File: src/rtl/flip_pkg.sv
// Shared types and helpers for the flip_deser serial receiver.
// bit_reverse() is the reference word flip used by benches.
package flip_pkg;

    localparam int FLIP_W = 8;

    typedef enum logic {ST_DATA, ST_PAR} flip_state_t;

    function automatic logic [FLIP_W-1:0] bit_reverse(input logic [FLIP_W-1:0] word);
        logic [FLIP_W-1:0] r;
        for (int i = 0; i < FLIP_W; i++) r[i] = word[FLIP_W-1-i];
        return r;
    endfunction

endpackage

File: src/rtl/flip_out_reg.sv
// One-entry valid/ready holding register for the reassembled word.
// A load always wins; the parent only loads when the slot is free or draining.
module flip_out_reg
    import flip_pkg::*;
#(
    parameter int WIDTH = FLIP_W
) (
    input  logic             clk,
    input  logic             reset_n,
    input  logic             load,
    input  logic [WIDTH-1:0] ld_data,
    input  logic             ld_perr,
    input  logic             m_ready,
    output logic             m_valid,
    output logic [WIDTH-1:0] m_data,
    output logic             m_perr
);

    always_ff @(posedge clk or negedge reset_n) begin
        if (!reset_n) begin
            m_valid <= 1'b0;
            m_data  <= '0;
            m_perr  <= 1'b0;
        end else if (load) begin
            m_valid <= 1'b1;
            m_data  <= ld_data;
            m_perr  <= ld_perr;
        end else if (m_ready) begin
            m_valid <= 1'b0;
        end
    end

endmodule

File: src/rtl/flip_deser.sv
// Serial-to-parallel receiver for an LSB-first link with valid/ready word output.
// Define FLIP_DESER_PARITY_EN to expect a trailing even-parity bit per word.
module flip_deser
    import flip_pkg::*;
#(
    parameter int WIDTH     = FLIP_W,
    parameter bit LSB_FIRST = 1'b1
) (
    input  logic             clk,
    input  logic             reset_n,
    input  logic             s_valid,
    input  logic             s_bit,
    input  logic             s_sof,
    output logic             s_ready,
    output logic             m_valid,
    output logic [WIDTH-1:0] m_data,
    input  logic             m_ready,
    output logic             frame_err,
    output logic             m_perr
);

    localparam int            CW   = $clog2(WIDTH);
    localparam logic [CW-1:0] LAST = CW'(WIDTH - 1);

    flip_state_t      state;
    logic [CW-1:0]    bit_cnt;
    logic [WIDTH-1:0] sr, sr_nxt, ld_data;
    logic             accept, last_pos, complete, pending, ld_perr;

`ifdef FLIP_DESER_PARITY_EN
    // The data word is already final in sr; the parity bit only closes the frame.
    assign last_pos = (state == ST_PAR);
    assign ld_data  = sr;
    assign ld_perr  = (^sr) ^ s_bit;
`else
    assign last_pos = (bit_cnt == LAST);
    assign ld_data  = sr_nxt;
    assign ld_perr  = 1'b0;
`endif

    assign pending  = (bit_cnt != '0) || (state == ST_PAR);
    // Stall only the bit that would need the occupied output slot; a realigning
    // s_sof never completes a word, so it is never held off.
    assign s_ready  = !(last_pos && !(s_valid && s_sof) && m_valid && !m_ready);
    assign accept   = s_valid && s_ready;
    assign complete = accept && !s_sof && last_pos;

    always_comb begin
        sr_nxt = sr;
        if (s_sof)
            sr_nxt = LSB_FIRST ? {s_bit, {(WIDTH-1){1'b0}}} : {{(WIDTH-1){1'b0}}, s_bit};
        else
            sr_nxt = LSB_FIRST ? {s_bit, sr[WIDTH-1:1]} : {sr[WIDTH-2:0], s_bit};
    end

    always_ff @(posedge clk or negedge reset_n) begin
        if (!reset_n) begin
            state     <= ST_DATA;
            bit_cnt   <= '0;
            sr        <= '0;
            frame_err <= 1'b0;
        end else begin
            frame_err <= accept && s_sof && pending;
            if (accept) begin
                if (s_sof) begin
                    state   <= ST_DATA;
                    bit_cnt <= CW'(1);
                    sr      <= sr_nxt;
                end else if (state == ST_PAR) begin
                    state <= ST_DATA;
                end else begin
                    sr <= sr_nxt;
                    if (bit_cnt == LAST) begin
                        bit_cnt <= '0;
`ifdef FLIP_DESER_PARITY_EN
                        state   <= ST_PAR;
`endif
                    end else begin
                        bit_cnt <= bit_cnt + 1'b1;
                    end
                end
            end
        end
    end

    flip_out_reg #(.WIDTH(WIDTH)) u_out (
        .clk     (clk),
        .reset_n (reset_n),
        .load    (complete),
        .ld_data (ld_data),
        .ld_perr (ld_perr),
        .m_ready (m_ready),
        .m_valid (m_valid),
        .m_data  (m_data),
        .m_perr  (m_perr)
    );

endmodule

File: config.mk
export PLATFORM = sky130hd
export DESIGN_NAME = flip_deser
export DESIGN_NICKNAME = d
export VERILOG_FILES = /design/src/rtl/flip_pkg.sv /design/src/rtl/flip_out_reg.sv /design/src/rtl/flip_deser.sv
export SDC_FILE = /design/constraint.sdc
export NUM_CORES = 1
export LEC_CHECK = 0
export CORE_UTILIZATION = 30
export CTS_CLUSTER_SIZE = 16
export DETAILED_ROUTE_END_ITERATION = 8
export PLACE_DENSITY = 0.56
export SYNTH_ARGS = -nofsm -noshare
export SYNTH_HDL_FRONTEND = slang
export SYNTH_SLANG_ARGS = --single-unit
File: constraint.sdc
create_clock -name clk -period 2.3 [get_ports clk]
set_input_delay 0.46 -clock clk [delete_from_list [all_inputs] [get_ports clk]]
set_output_delay 0.46 -clock clk [all_outputs]
set_load 0.02 [all_outputs]
# Word-level counts from Yosys, hierarchy flattened
# Cells that the tools add are included.
# op_classes
add_sub_neg	1
eq_ne	1
mux	5
n_reduce_logical	15
# op_table
operator	count
1-bit logical AND	9
7-bit 2-to-1 mux	1
3-bit 2-to-1 mux	2
1-bit logical NOT	4
3-bit by 1-bit adder with 3-bit output (second input constant)	1
3-bit == test (second input constant)	1
3-bit nonzero test	1
1-bit 2-to-1 mux	2
2-bit nonzero test	1
# totals
ff_bits	21
output_inout_bits	12

# Depth between registers and ports, before layout
# Gate-level depths: netlist of run 1.
# logic_depth
ltp_word	10
depth_mapped	6
ltp_nobuf	5

# Hierarchy
# A second synthesis of run 1 with hierarchy kept.
# unflattened
cells_unflattened	70
hier_area_um2	999.7
# modules_own_cells
module	instances	cells_each	area_each_um2	seq_area_each_um2
flip_deser	1	48	590.6	275.3
flip_out_reg	1	22	409.1	250.2

# Worst setup path after synthesis of run 1
# Ideal clock, no wire load.
# synth_path
path_kind	register -> register
startpoint	register bit_cnt[0]
endpoint	register u_out.m_data[0]
t_arrival_ns	1.543
setup_slack_ns	0.632
path_stages_with_launch	7
n_path_buf	1
cell_sequence	dfrtp_1 ha_1 ha_1 nor2b_1 and3_1 buf_6 mux2_4
# synth_via
elab_chain_cells	8
# synth_lines
element	line	rtl
start, declared	flip_deser.sv:26	logic [CW-1:0] bit_cnt;
start signal, assigned	flip_deser.sv:79	bit_cnt <= bit_cnt + 1'b1;
3-bit == test *	flip_deser.sv:36	assign last_pos = (bit_cnt == LAST);
1-bit logical AND (3 in series)	flip_deser.sv:44	assign s_ready = !(last_pos && !(s_valid && s_sof) && m_valid && !m_ready);
1-bit logical NOT	flip_deser.sv:44	
1-bit logical AND	flip_deser.sv:45	assign accept = s_valid && s_ready;
1-bit logical AND	flip_deser.sv:46	assign complete = accept && !s_sof && last_pos;
1-bit logical AND *	flip_deser.sv:46	
end signal, assigned	flip_out_reg.sv:26	m_data <= ld_data;
end, declared	flip_out_reg.sv:15	output logic [WIDTH-1:0] m_data,
# Mark *: on every way between the ends. The rest lies on a longest branch, timed or not.
# A chain may end at the register's enable or synchronous reset.

# Worst setup path in the final report of run 1
# layout_path
startpoint	register bit_cnt[0]
endpoint	output s_ready
# layout_via
elab_chain_cells	5
# layout_lines
element	line	rtl
3-bit == test	flip_deser.sv:36	
1-bit logical AND (3 in series)	flip_deser.sv:44	
1-bit logical NOT	flip_deser.sv:44	
end, declared	flip_deser.sv:14	output logic s_ready,
# No other way between the ends.

==> impl_results.md, run 1 <==
- Ant. Diodes: 0
- Clock latency at the later pin of the worst-skew pair: 290 ps
- Residual DRC count: 0
- Cts bufs inserted: 3
- Die area: approximately 3500 sq um
- Initial Util: 0.318
- Register area share after synthesis: 0.516
- Area Growth Syn to Fin: 27.2%
- Slew Viols, Final: 0
- Final period util: 0.876
- IO Pins: 18
- Tmin final: 2010 ps
- CTS max path bufs: 2
- Routed len/inst: ~12 um
- Post-CTS setup buffers: 0
- Final-report setup violation count: 0
- # port buffers: 16
- Initial antenna violation count: 0
- First DRT Iteration DRCs: 8
- Commonest non-fill, non-tap cells in the layout: dfrtp_1, mux2_4, clkdlybuf4s50_1, nor2b_1
- Critical path endpoint category: output port
- Share of layout cells above drive strength 1: 0.289
- Reg clk slew, reported paths: about 100 ps
- Worst hold path type: primary input to async pin
- Syn_nets: 78
- CTS tree: yes
- Die Ht: a little under 60 um
- Peak VDD IR: 309 uV
- Clk root buf: clkbuf_4
- Commonest non-fill, non-tap cell in the layout: dfrtp_1
- Final Wtd Congestion: 0.697
- Core ar.: approximately 3100 sq um
- Hold buffers post-CTS: 0
- Placed Cells: around 130
- Setup slack, reg-to-reg: 510 ps
- Status: complete, no violations
- Power Dens Cells: about 640 nW/um^2
- Via/cell ratio: roughly 4.1
- GRT overflow: 0
- Final ANT Viol Nets: 0
- GRT Total Usage: 0.110
- FP Rows: 20
- DR vias: 550
- Skew final: between 1.5 and 2 ps
- Post_cts resized: 1
- Syn Area/Cell: about 14 sq um
- Cell Area, Synth: between 900 and 1000 sq um
- H-tree Lvls: 1
- Max-capacitance violation count: 0
- Vias in the first global route: 603
- Pleak: about 0.59 nW
- Yosys warns: 0
- Final hold vios: 0
- Hpwl dp: approximately 1100 um
- Crit start category: flip-flop
- Post-Synthesis Cells: 69
- Crit Path Class: flip-flop to output port
- Clock sinks: 20
- Setup tns final: 0 ps
- Crit path DAT: 1550 ps
- Non-filler cells, final: ~130
- CP max FO: 4
- Unrepaired setup endpoints after global routing: false
- Register bit count reported by yosys: 20
- Final nets: 101
- F_max: approximately 500 MHz
- Routed WL: between 1500 and 2000 um
- Synth unique cells: 17
- Largest net degree at the start of global routing: 21
- Die width: roughly 59 um
- DRT Pass-1 Iters: 2
- Global-route wire length before repair: ~2700 um
- Required @ worst endpoint: between 1500 and 2000 ps
power by group:
group | switching [W] | internal [W] | total, W
Sequential | 0.0000268 | 0.000396 | 0.000423
Clock | 0.0000977 | 0.0000609 | 0.000159
Combinational | 0.0000923 | 0.000120 | 0.000212
routing by layer:
metal  GRT usage  wire, um
met5           0         0
met4      0.0510        27
met3      0.0396        58
met2       0.182       738
met1       0.127       727
registers in the layout, indices dropped and copies added (netlist names):
signal,cells
bit_cnt,3
frame_err,1
sr,7
u_out.m_data,8
u_out.m_valid,1
synthesized netlist by cell type:
| master | count | area [sq um] |
|---|---|---|
| ha_1 | 3 | 37.5 |
| conb_1 | 1 | 3.75 |
| nand2b_1 | 2 | 12.5 |
| buf_4 | 1 | 7.51 |
| clkbuf_1 | 1 | 3.75 |
| nand2b_4 | 2 | 27.5 |
| mux2i_1 | 3 | 30.0 |
| buf_6 | 1 | 11.3 |
| mux2_4 | 15 | 225 |
| and3_1 | 1 | 6.26 |
| dfrtp_1 | 20 | 500 |
| o21ai_4 | 1 | 16.3 |
| nor2b_1 | 7 | 43.8 |
| a21oi_1 | 2 | 10.0 |
| nand2_1 | 4 | 15.0 |
| nor2_1 | 2 | 7.51 |
| inv_1 | 3 | 11.3 |
final cells by class:
type / count / area [sq um]
Fill cell: 309 / 1820
Sequential cell: 20 / 500
Multi-Input combinational cell: 43 / 435
Timing Repair Buffer: 21 / 209
Tap cell: 44 / 55.1
Clock buffer: 3 / 22.5
Inverter: 3 / 11.3
through the flow:
stage | hold slack [ps] | worst slack, ps | utilization | instance area [sq um] | total power, W
floorplan | 164 | 632 | - | 970 | 0.000558
finish | 492 | 286 | 0.404 | 1230 | 0.000793
detailed placement | 492 | 60.0 | 0.397 | 1210 | 0.000646
global route | 495 | 184 | 0.404 | 1230 | 0.000852
global placement | 496 | 86.5 | 0.397 | 1210 | 0.000642
CTS | 486 | 256 | 0.404 | 1230 | 0.000813
worst paths after layout:
check,startpoint,to,cells after the start
max in group asynchronous,reset_n,bit_cnt[0],2
worst max register to register,bit_cnt[0],u_out.m_data[7],6
worst min-delay path,reset_n,u_out.m_valid,2
worst max-delay path,bit_cnt[0],s_ready,4
worst min register to register,u_out.m_data[3],u_out.m_data[3],1
min in group clk,u_out.m_data[3],u_out.m_data[3],1
kinds of logic after synthesis:
logic type,Yosys count,share of synthesized area
AO/OA/AOI/OAI,3,0.0271
adder cells (fa/ha/maj),3,0.0387
buffers and inverters,6,0.0348
flip-flops,20,0.516
multiplexers,18,0.263
other,1,0.00387
AND/OR/NAND/NOR,18,0.116
worst max-delay path, stage by stage (launching register included):
cell and delay (ps):
dfrtp_1 410, ha_1 210, ha_1 250, nand2_1 70, dlygate4sd2_1 320
Note: power is estimated with default switching activity, not from simulation.
==> run 2, diff against run 1 <==
--- a/config.mk
+++ b/config.mk
@@ -5,6 +5,7 @@
 export SDC_FILE = /design/constraint.sdc
 export NUM_CORES = 1
 export LEC_CHECK = 0
+export CAP_MARGIN = 20
 export CORE_UTILIZATION = 30
 export CTS_CLUSTER_SIZE = 16
 export DETAILED_ROUTE_END_ITERATION = 8
==> results of run 2 <==
The final DEF is identical to that of run 1; final timing and power are the same.
==> run 3, diff against run 2 <==
--- a/config.mk
+++ b/config.mk
@@ -9,7 +9,7 @@
 export CORE_UTILIZATION = 30
 export CTS_CLUSTER_SIZE = 16
 export DETAILED_ROUTE_END_ITERATION = 8
-export PLACE_DENSITY = 0.56
+export PLACE_DENSITY = 0.58
 export SYNTH_ARGS = -nofsm -noshare
 export SYNTH_HDL_FRONTEND = slang
 export SYNTH_SLANG_ARGS = --single-unit
==> constraint.sdc (replaced) <==
create_clock -name clk -period 1.7 [get_ports clk]
set_input_delay 0.34 -clock clk [delete_from_list [all_inputs] [get_ports clk]]
set_output_delay 0.34 -clock clk [all_outputs]
set_load 0.02 [all_outputs]
==> impl_results.md, run 3 (synthesized netlist as in run 1, its figures left out) <==
- GRT overflow: 0
- Clock latency at the later pin of the worst-skew pair: 300 ps
- Largest net degree at the start of global routing: 21
- Non-filler cells, final: 140
- Share of layout cells above drive strength 1: 0.365
- Max reg flops: 8
- Area Growth Syn to Fin: 33.3%
- Crit path DAT: roughly 1800 ps
- Clk root buf: clkbuf_4
- Routed len/inst: between 10 and 15 um
- DRT Pass-1 Iters: 2
- Commonest non-fill, non-tap cells in the layout: dfrtp_1, mux2_4, clkdlybuf4s50_1, buf_4, nor2b_1
- F_max: roughly 610 MHz
- Slew Viols, Final: 0
- Power Dens Cells: slightly below 900 nW/um^2
- Reg clk slew, reported paths: approximately 110 ps
- Residual DRC count: 0
- Die width: slightly below 60 um
- Final nets: about 110
- Total of fill cells in the finished design: between 300 and 400
- Initial Util: 0.318
- Routed WL: about 1600 um
- Max-capacitance violation count: 0
- First DRT Iteration DRCs: 9
- Setup tns final: 0 ps
- Slowest stage cell on the critical path: dfrtp_1
- Vias in the first global route: between 500 and 600
- Clock sinks: 20
- Ant. Diodes: 0
- Die Ht: about 60 um
- Top flop regs: u_out.m_data x8, sr x7, bit_cnt x3
- # port buffers: 16
- Post-DP Area: between 1000 and 1500 sq um
- CTS tree: yes
- Crit start category: flip-flop
- CP max FO: 4
- Worst hold path type: primary input to async pin
- CP max stage delay: 400 ps
- Sw power: approximately 0.00032 W
- Skew final: 3.82 ps
- Tmin final: 1640 ps
- Final core utilization: 0.423
- Final period util: 0.965
- Final hold vios: 0
- Peak VDD IR: between 400 and 500 uV
- GRT Total Usage: 0.106
- Final-report setup violation count: 0
- Core ar.: roughly 3100 sq um
- Via/cell ratio: 4.09
- Die area: 3460 sq um
- Final instance area: roughly 1300 sq um
- Flop pwr share: 0.515
- CTS max path bufs: 2
- Final Wtd Congestion: roughly 0.67
- Logic pwr share: 0.286
- Status: complete, no violations
- Unrepaired setup endpoints after global routing: false
- Crit Path Class: flip-flop to flip-flop
- Pleak: 0.636 nW
- Critical path endpoint category: flip-flop
- Reg2Reg Depth: 6
- Initial antenna violation count: 0
- DR vias: ~570
- Hpwl dp: roughly 1100 um
- IO Pins: 18
- Total power: around 0.0011 W
- Net Sw Frac: 0.283
- FP Rows: 20
- H-tree Lvls: 1
- Top reg by flops: u_out.m_data
- Required @ worst endpoint: 1890 ps
- Commonest non-fill, non-tap cell in the layout: dfrtp_1
- Clock network power share: 0.199
- Final ANT Viol Nets: 0
- Placed Cells: about 140
- Internal Power: 0.000804 W
- Cts bufs inserted: 3
- Crit-path cells: ha_2 > ha_4 > nor2b_1 > and3_1 > buf_4 > mux2_4
- Global-route wire length before repair: between 2000 and 3000 um
==> run 3: cell type report <==
| type | count | area [sq um] | area share |
|---|---|---|---|
| Sequential cell | 20 | 500 | 0.387 |
| Multi-Input combinational cell | 43 | 450 | 0.348 |
| Timing Repair Buffer | 27 | 253 | 0.196 |
| Tap cell | 44 | 55.1 | 0.0426 |
| Clock buffer | 3 | 22.5 | 0.0174 |
| Inverter | 3 | 11.3 | 0.00871 |
==> run 3: metal layers <==
layer | global-route usage | up-vias | part of all wire
met5 | 0 | - | 0
met4 | 0.0510 | 0 | 0.017
met3 | 0.0396 | 2 | 0.035
met2 | 0.170 | 14 | 0.46
met1 | 0.124 | 277 | 0.48
li1 | - | 279 | -
==> run 3: final timing paths <==
kind                                       from               to  slack (ps)
worst max-delay path                 bit_cnt[1]  u_out.m_data[5]          60
min in group clk                u_out.m_data[1]  u_out.m_data[1]         530
worst min register to register  u_out.m_data[1]  u_out.m_data[1]         530
max in group asynchronous               reset_n       bit_cnt[0]        1120
worst min-delay path                    reset_n  u_out.m_data[0]         370
worst max register to register       bit_cnt[1]  u_out.m_data[5]          60
==> run 3: power groups by stage <==
stage | combinational [W] | sequential, W | clock (W)
2_1_floorplan | 0.000140 | 0.000614 | 0
3_5_place_dp | 0.000312 | 0.000582 | 0
6_report | 0.000321 | 0.000578 | 0.000223
4_1_cts | 0.000316 | 0.000573 | 0.000239
5_1_grt | 0.000352 | 0.000585 | 0.000263
3_3_place_gp | 0.000304 | 0.000580 | 0
==> run 3: metrics by stage <==
step	hold slack [ps]	worst slack, ps
final	369	59.2
after floorplan	44.4	31.9
after global routing	368	1.09
after detailed placement	495	-251
after global placement	496	-238
after CTS	373	5.04
==> run 3: worst max-delay path: cells and delay by family, from the launching register on <==
kind | cells | cell delay, ps
simple gates | 2 | 320
mux | 1 | 290
fa+ha+maj | 2 | 360
flops | 1 | 400
buf+inv | 1 | 160
==> run 3: timing repair <==
action,in CTS,in global routing
gates resized for setup,5,3
pin swaps,0,1
endpoints found under the setup margin,9,10
buffers inserted,0,0
hold buffers,0,0
gates cloned,0,0
